<file path="src/rtl/pulse_interval_meter.sv">
// Measures the number of clk cycles between consecutive rising edges of a synchronized pulse.
// It keeps a running edge count and offers each interval through a one-deep valid/ready register.
module pulse_interval_meter #(
  parameter int CNT_W = 16
) (
  input  logic             clk,
  input  logic             rstn,
  input  logic             pulse_in,
  input  logic             clr,
  output logic [CNT_W-1:0] interval,
  output logic             int_valid,
  input  logic             int_ready,
  output logic             ovf,
  output logic [CNT_W-1:0] pulse_cnt,
  output logic             armed
);

  typedef enum logic [0:0] {
    ST_IDLE    = 1'b0,
    ST_MEASURE = 1'b1
  } state_e;

  localparam logic [CNT_W-1:0] CNT_ZERO = {CNT_W{1'b0}};
  localparam logic [CNT_W-1:0] CNT_ONE  = {{(CNT_W-1){1'b0}}, 1'b1};
  localparam logic [CNT_W-1:0] CNT_MAX  = {CNT_W{1'b1}};

  state_e           state_q, state_d;
  logic             pulse_q;
  logic [CNT_W-1:0] cnt_q, cnt_d;
  logic [CNT_W-1:0] interval_q, interval_d;
  logic             valid_q, valid_d;
  logic             ovf_q, ovf_d;
  logic [CNT_W-1:0] pcnt_q, pcnt_d;
  logic             edge_s;
  logic             res_done_s;

  assign edge_s = pulse_in & ~pulse_q;

  // Next-state logic: clear first, then edge FSM, then the output register.
  always_comb begin
    state_d    = state_q;
    cnt_d      = cnt_q;
    interval_d = interval_q;
    valid_d    = valid_q;
    ovf_d      = ovf_q;
    pcnt_d     = pcnt_q;
    res_done_s = 1'b0;
    if (clr) begin
      state_d    = ST_IDLE;
      cnt_d      = CNT_ZERO;
      interval_d = CNT_ZERO;
      valid_d    = 1'b0;
      ovf_d      = 1'b0;
      pcnt_d     = CNT_ZERO;
    end else begin
      case (state_q)
        ST_IDLE: begin
          if (edge_s) begin
            state_d = ST_MEASURE;
            cnt_d   = CNT_ONE;
            pcnt_d  = pcnt_q + CNT_ONE;
          end else begin
            cnt_d = cnt_q;
          end
        end
        ST_MEASURE: begin
          if (edge_s) begin
            res_done_s = 1'b1;
            cnt_d      = CNT_ONE;
            pcnt_d     = pcnt_q + CNT_ONE;
          end else if (cnt_q != CNT_MAX) begin
            cnt_d = cnt_q + CNT_ONE;
          end else begin
            cnt_d = cnt_q;
          end
        end
        default: begin
          state_d = ST_IDLE;
          cnt_d   = CNT_ZERO;
        end
      endcase

      // A full register that is being drained this cycle can take the new result.
      if (res_done_s) begin
        if (!valid_q || int_ready) begin
          interval_d = cnt_q;
          valid_d    = 1'b1;
        end else begin
          ovf_d = 1'b1;
        end
      end else if (valid_q && int_ready) begin
        valid_d = 1'b0;
      end else begin
        valid_d = valid_q;
      end
    end
  end

  // State and output registers; the edge-detect delay tracks pulse_in even during clr.
  always_ff @(posedge clk or negedge rstn) begin
    if (!rstn) begin
      state_q    <= ST_IDLE;
      pulse_q    <= 1'b0;
      cnt_q      <= CNT_ZERO;
      interval_q <= CNT_ZERO;
      valid_q    <= 1'b0;
      ovf_q      <= 1'b0;
      pcnt_q     <= CNT_ZERO;
    end else begin
      state_q    <= state_d;
      pulse_q    <= pulse_in;
      cnt_q      <= cnt_d;
      interval_q <= interval_d;
      valid_q    <= valid_d;
      ovf_q      <= ovf_d;
      pcnt_q     <= pcnt_d;
    end
  end

  assign interval  = interval_q;
  assign int_valid = valid_q;
  assign ovf       = ovf_q;
  assign pulse_cnt = pcnt_q;
  assign armed     = (state_q == ST_MEASURE);

endmodule

</file>
<file path="config.mk">
export PLATFORM = sky130hd
export DESIGN_NAME = pulse_interval_meter
export DESIGN_NICKNAME = d
export VERILOG_FILES = /design/src/rtl/pulse_interval_meter.sv
export SDC_FILE = /design/constraint.sdc
export NUM_CORES = 1
export LEC_CHECK = 0
export CORE_MARGIN = 4
export CORE_UTILIZATION = 47
export CTS_CLUSTER_SIZE = 24
export DETAILED_ROUTE_END_ITERATION = 10
export GPL_ROUTABILITY_DRIVEN = 0
export GPL_TIMING_DRIVEN = 0
export PLACE_DENSITY = 0.77
export SYNTH_ARGS = -nofsm -noshare
export SYNTH_HDL_FRONTEND = slang
export SYNTH_SLANG_ARGS = --single-unit
</file>
<file path="constraint.sdc">
create_clock -name clk -period 1.8 [get_ports clk]
set_input_delay 0.36 -clock clk [delete_from_list [all_inputs] [get_ports clk]]
set_output_delay 0.36 -clock clk [all_outputs]
set_load 0.02 [all_outputs]
</file>
**Word-level counts from Yosys, hierarchy flattened**

Index checks and enable logic that the tools add are counted.

- Bits in registers: 52
- Latch bits: 0
- RAM bits: 0
- Memory bits (read-only): 0
- Input port bits: 5
- Output and inout bits: 35
- Logic and storage cells: 50
- Memories: 0

- Add/subtract/negate cells: 2
- Multipliers: 0
- Div/mod/pow operators: 0
- Magnitude comparators: 0
- Equal/unequal tests: 5
- Shift operators: 0
- Muxes and demuxes: 22
- Bitwise gates (word level): 3
- Reduce and logical (&&, ||, !) cells: 11

Operators with widths:

| operator | count |
|---|---|
| 16-bit two-way mux | 9 |
| 16-bit by 1-bit adder with 16-bit output (second input constant) | 2 |
| 16-bit one-hot mux with 2 select lines | 1 |
| 16-bit inequality test (second input constant) | 1 |
| 1-bit two-way mux | 12 |
| 2-bit AND reduction | 4 |
| 3-bit inequality test (second input constant) | 2 |
| 2-bit nonzero test | 3 |
| 4-bit by 2-bit inequality test with 1-bit output (second input constant) | 1 |
| 3-bit nonzero test | 1 |
| 2-bit inequality test (second input constant) | 1 |
| 1-bit NOT | 2 |
| 1-bit AND | 1 |
| 1-bit logical AND | 1 |
| 1-bit logical NOT | 1 |
| 1-bit logical OR | 1 |

**Logic depth before layout (Yosys ltp)**

- Depth in word-level cells: 7
- Mapped depth: 8
- Mapped depth without buffers: 6

**Least setup slack after synthesis**

Ideal clock, no wire load.

- Path kind: flip-flop to flip-flop
- Start: register cnt_q[0]
- End: register cnt_q[4]
- Setup time: 67 ps
- Arrival time: 1694 ps
- Data required time: 1733 ps
- Setup slack: 40 ps
- Stages on the path, launching flop included: 9
- Path buffers: 2
- Period minus slack after synthesis: 1760 ps
- Cell sequence: dfrtp_1 > ha_1 > and3_1 > clkbuf_1 > nand3_1 > o21ai_2 > buf_4 > or4_1 > nand2_1

- Word-level cells in the longest chain between the ends: 5
- Elaborated cells on any way between the ends: 8
- Those cells by class: add/sub: 1; eq/ne: 2; mux: 4; reduce/logical: 1

Ends and longest elaborated chain:

| element | RTL line | text |
|---|---|---|
| from (decl) | 29 | `logic [CNT_W-1:0] cnt_q, cnt_d;` |
| from (signal assigned) | 112 | `cnt_q <= cnt_d;` |
| 16-bit by 1-bit adder with 16-bit output | 72 | `cnt_d = cnt_q + CNT_ONE;` |
| 16-bit two-way mux | 71 | `end else if (cnt_q != CNT_MAX) begin` |
| 16-bit two-way mux | 67 | `if (edge_s) begin` |
| 16-bit one-hot mux with 2 select lines | 56 | `case (state_q)` |
| 16-bit two-way mux | 48 | `if (clr) begin` |

Parallel ways exist; a longest one is shown, timed or not. The select of a mux whose other input is x is not followed.
A chain may end at the register's enable or synchronous reset.

**Final worst setup path**

- Start: register pcnt_q[11] (netlist: pulse_cnt[11])
- End: output port pulse_cnt[11]

RTL lines:

| element | RTL line | text |
|---|---|---|
| from (decl) | 33 | `logic [CNT_W-1:0] pcnt_q, pcnt_d;` |
| from (signal assigned) | 116 | `pcnt_q <= pcnt_d;` |
| to (decl) | 14 | `output logic [CNT_W-1:0] pulse_cnt,` |

No word-level cell between the ends.

==> results.rst <==
.. list-table::
   :header-rows: 1

   * - Metric
     - Value
   * - Run status
     - completed
   * - Die area
     - roughly 0.0063 mm^2
   * - Leakage
     - roughly 1.4 nW
   * - Detailed Place HPWL
     - approximately 3600 um
   * - Worst voltage drop across the vdd grid
     - between 0.0004 and 0.0005 V
   * - Reg2reg path depth
     - 6
   * - Sequential cell fraction of total power
     - 55.7%
   * - Capture point of the worst reg-to-reg path
     - cnt_q[4]
   * - Clock Sink Count
     - 52
   * - Number of buffer and inverter instances along the worst setup path
     - 1
   * - Crit path arrival time
     - approximately 1400 ps
   * - Netlist area before placement
     - 0.00240 mm^2
   * - Syn avg cell area
     - between 9 and 10 um^2
   * - Relative contribution of combinational cells to total power
     - 6.4%
   * - Clock transition time at the flip-flop clock pins of the worst setup and hold paths
     - around 90 ps
   * - Post-DR wirelength/cell
     - ~15 um
   * - Critical path endpoint category
     - output port
   * - Final count of pins violating max slew
     - 0
   * - Syn nets
     - approximately 250
   * - Final sum of negative setup slack
     - 0 ps
   * - Maximum number of pins on one net before global-route repair
     - 28
   * - Wire length on met3
     - 223 um
   * - Total clock buffers created by CTS
     - 5
   * - FF+latch count, synth
     - 52
   * - # H-tree levels
     - 2
   * - Area Growth Syn to Fin
     - 31.8%
   * - Antenna cell count
     - 0
   * - Net switching share of the total power
     - between 20% and 30%
   * - Power dissipated by switching net loads
     - between 0.4 and 0.5 mW
   * - Total grt overflow
     - 0
   * - DRT iter0 DRCs
     - 100
   * - Finished Core Util
     - 65.2%
   * - ANT nets after route
     - 0
   * - First drt pass iteration count
     - 4
   * - Aggregate global-route resource usage
     - a little under a fifth
   * - Achievable Freq
     - ~580 MHz
   * - Largest fanout on the critical path
     - 5
   * - # port buffers
     - 39
   * - Fraction of final layout cells sized beyond drive strength 1
     - 14.8%
   * - Power density over the cells
     - 675 mW/mm^2
   * - CP top delay family
     - buffers and inverters
   * - Slack of the worst reg-to-reg path
     - 90 ps
   * - Initial Util
     - roughly 49%
   * - Vias per std cell
     - between 5 and 6
   * - Clock tree skew after final layout
     - roughly 12 ps
   * - Vias in the first global route
     - roughly 2000
   * - M1 wire length
     - approximately 2500 um
   * - DRC violation count after routing
     - 0
   * - Critical Path, Cell by Cell
     - clkdlybuf4s50_1
   * - Final Hold Fails
     - 0
   * - Number of vias in the routed layout
     - 2028
   * - Global-route wire length before repair
     - between 9000 and 10000 um
   * - Initial antenna violation count
     - 0
   * - Fin crit share
     - slightly below 100%
   * - Final critical-path required period
     - about 1700 ps
   * - Mapped Cells
     - around 250
   * - Count of standard-cell rows
     - 25
   * - Critical Path Start Type
     - register
   * - Final Routed Wirelength
     - about 5400 um
   * - CP Class
     - register to output port
   * - Length of routed met2 wiring
     - about 2600 um
   * - Relative contribution of the clock network to total power
     - between 30% and 40%
   * - Number of failing setup endpoints in the final timing report
     - 0
   * - Highest metal used
     - met4
   * - Cell-internal power
     - 1.64 mW
   * - Headroom to the max-slew limit
     - approximately 61%
   * - Synth warnings
     - 0
   * - Required time of the critical path
     - 1440 ps
   * - Sequential element share of the synthesized area
     - between 50 and 60%
   * - Library cells used by synthesis
     - 35
   * - Max-cap violations
     - 0
   * - Reg2reg start
     - cnt_q[9]
   * - Total core area
     - around 0.0048 mm^2
   * - Worst path slowest cell
     - clkdlybuf4s50_1
   * - Worst-Skew Late Latency
     - a little over 300 ps
   * - Y dimension of the die
     - a little under 80 um
   * - Root buffer cell
     - clkbuf_8
   * - Tightest Pin Transition
     - 591 ps
   * - Count of nets after finishing
     - just over 300
   * - Boundary pin count
     - 40
   * - CP peak stage delay
     - approximately 630 ps
   * - Quantity of hold-fixing buffers added after cts
     - 0
   * - Hold/Removal Path Class
     - input pin to async pin
   * - Deepest clock path buffer count
     - 2
   * - Clock tree from TritonCTS
     - done
   * - Die extent in x
     - between 70 and 80 um
logic make-up (layout without fill, tap and decap cells):
kind of cell    after synthesis  in the layout  share of synthesized area [%]
mux                           1              1                          0.417
xor+xnor                     21             21                           7.66
compound gates               35             35                           9.38
simple gates                123            123                           24.8
fa+ha+maj                     2              2                           1.04
buf+inv                      13             70                           2.45
flops                        52             52                           54.2
per-stage QoR:
step | instance area (um^2) | power [mW] | hold slack, ps | cells | setup slack [ps]
3_5_place_dp | 2890 | 1.33 | 400 | 354 | -483
4_1_cts | 3050 | 2.13 | 57.5 | 363 | 13.3
3_3_place_gp | 2870 | 1.33 | 494 | 353 | -1120
6_report | 3160 | 2.13 | 37.2 | 371 | 63.4
2_1_floorplan | 2400 | 1.27 | 64.4 | 247 | 39.7
5_1_grt | 3160 | 2.21 | 69.0 | 371 | -1.31
what timing repair did:
item / 4_1_cts / 5_1_grt
resized for setup: 10 / 19
setup endpoints to repair: 21 / 25
setup buffers: 2 / 8
pin swaps: 0 / 2
layout by cell type (no fill, tap or decap), types with 2 or more instances in the layout:
| cell type | count |
|---|---|
| and3_1 | 4 |
| clkbuf_8 | 5 |
| inv_1 | 2 |
| clkdlybuf4s50_1 | 34 |
| dfrtp_1 | 47 |
| buf_4 | 13 |
| or4_1 | 6 |
| nand2_1 | 50 |
| nand4_1 | 7 |
| nand2b_1 | 2 |
| nor2b_1 | 2 |
| nand3_1 | 6 |
| o211ai_1 | 7 |
| xor2_1 | 15 |
| a21oi_1 | 19 |
| clkbuf_1 | 3 |
| and4_1 | 4 |
| dfrtp_2 | 5 |
| dlymetal6s2s_1 | 4 |
| xnor2_1 | 6 |
| nor2_4 | 2 |
| clkbuf_2 | 2 |
| o21ai_0 | 2 |
| nor2_1 | 25 |
| a31oi_1 | 2 |
| or3_1 | 2 |
| nor2_2 | 2 |
| nand3_2 | 2 |
how the worst max path moves through the flow:
stage	slack [ps]	startpoint	cells past startpoint	to
6_report	60	pulse_cnt[11]	1	pulse_cnt[11]
3_5_place_dp	-480	pulse_in	8	interval[11]
4_1_cts	10	armed	1	armed
3_3_place_gp	-1120	rstn	1	pulse_cnt[9]
5_1_grt	-1	cnt_q[9]	6	cnt_q[0]
2_1_floorplan	40	cnt_q[0]	8	cnt_q[4]
power by group through the flow:
stage / combinational [mW] / sequential [mW] / clock (mW)
after global placement: 0.116 / 1.21 / 0
after detailed placement: 0.122 / 1.21 / 0
after global routing: 0.153 / 1.19 / 0.869
after floorplan: 0.0510 / 1.22 / 0
after CTS: 0.132 / 1.19 / 0.813
final: 0.137 / 1.19 / 0.807
per-layer routing:
layer  global-route usage [%]  up-vias
met3                     4.18       12
met5                        0        -
met1                     25.5     1002
met4                     7.73        0
li1                         -      966
met2                     29.8       48
cells in the mapped netlist (all sizes together):
cell type	count	area [um^2]
dfrtp	52	1300
nand2	50	188
nor2	29	109
a21oi	19	95.1
xor2	15	131
nand3	8	40.0
nand4	8	56.3
o211ai	8	73.8
clkbuf	6	22.5
or4	6	45.0
xnor2	6	52.6
and3	5	31.3
and4	5	43.8
buf	5	28.8
nand2b	3	18.8
o21ai	3	18.8
a31oi	2	12.5
ha	2	25.0
inv	2	7.51
nor2b	2	12.5
nor4	2	18.8
or3	2	12.5
and2	1	6.26
mux2i	1	10.0
nand4b	1	8.76
nor3	1	5.00
o2111ai	1	8.76
o21a	1	7.51
o31a	1	8.76
cell type report:
| type | count | area [um^2] |
|---|---|---|
| Buffer | 10 | 55.1 |
| Timing Repair Buffer | 50 | 490 |
| Multi-Input combinational cell | 182 | 1110 |
| Tap cell | 67 | 83.8 |
| Fill cell | 402 | 1690 |
| Inverter | 2 | 7.51 |
| Clock buffer | 5 | 68.8 |
| Clock inverter | 3 | 42.5 |
| Sequential cell | 52 | 1310 |
sequential cells by signal, summed over array words and instances (netlist names):
signal	count
cnt_q	16
int_valid	1
ovf	1
armed	1
pulse_q	1
interval	16
pulse_cnt	16
No activity file was read; power rests on OpenSTA's default activity.
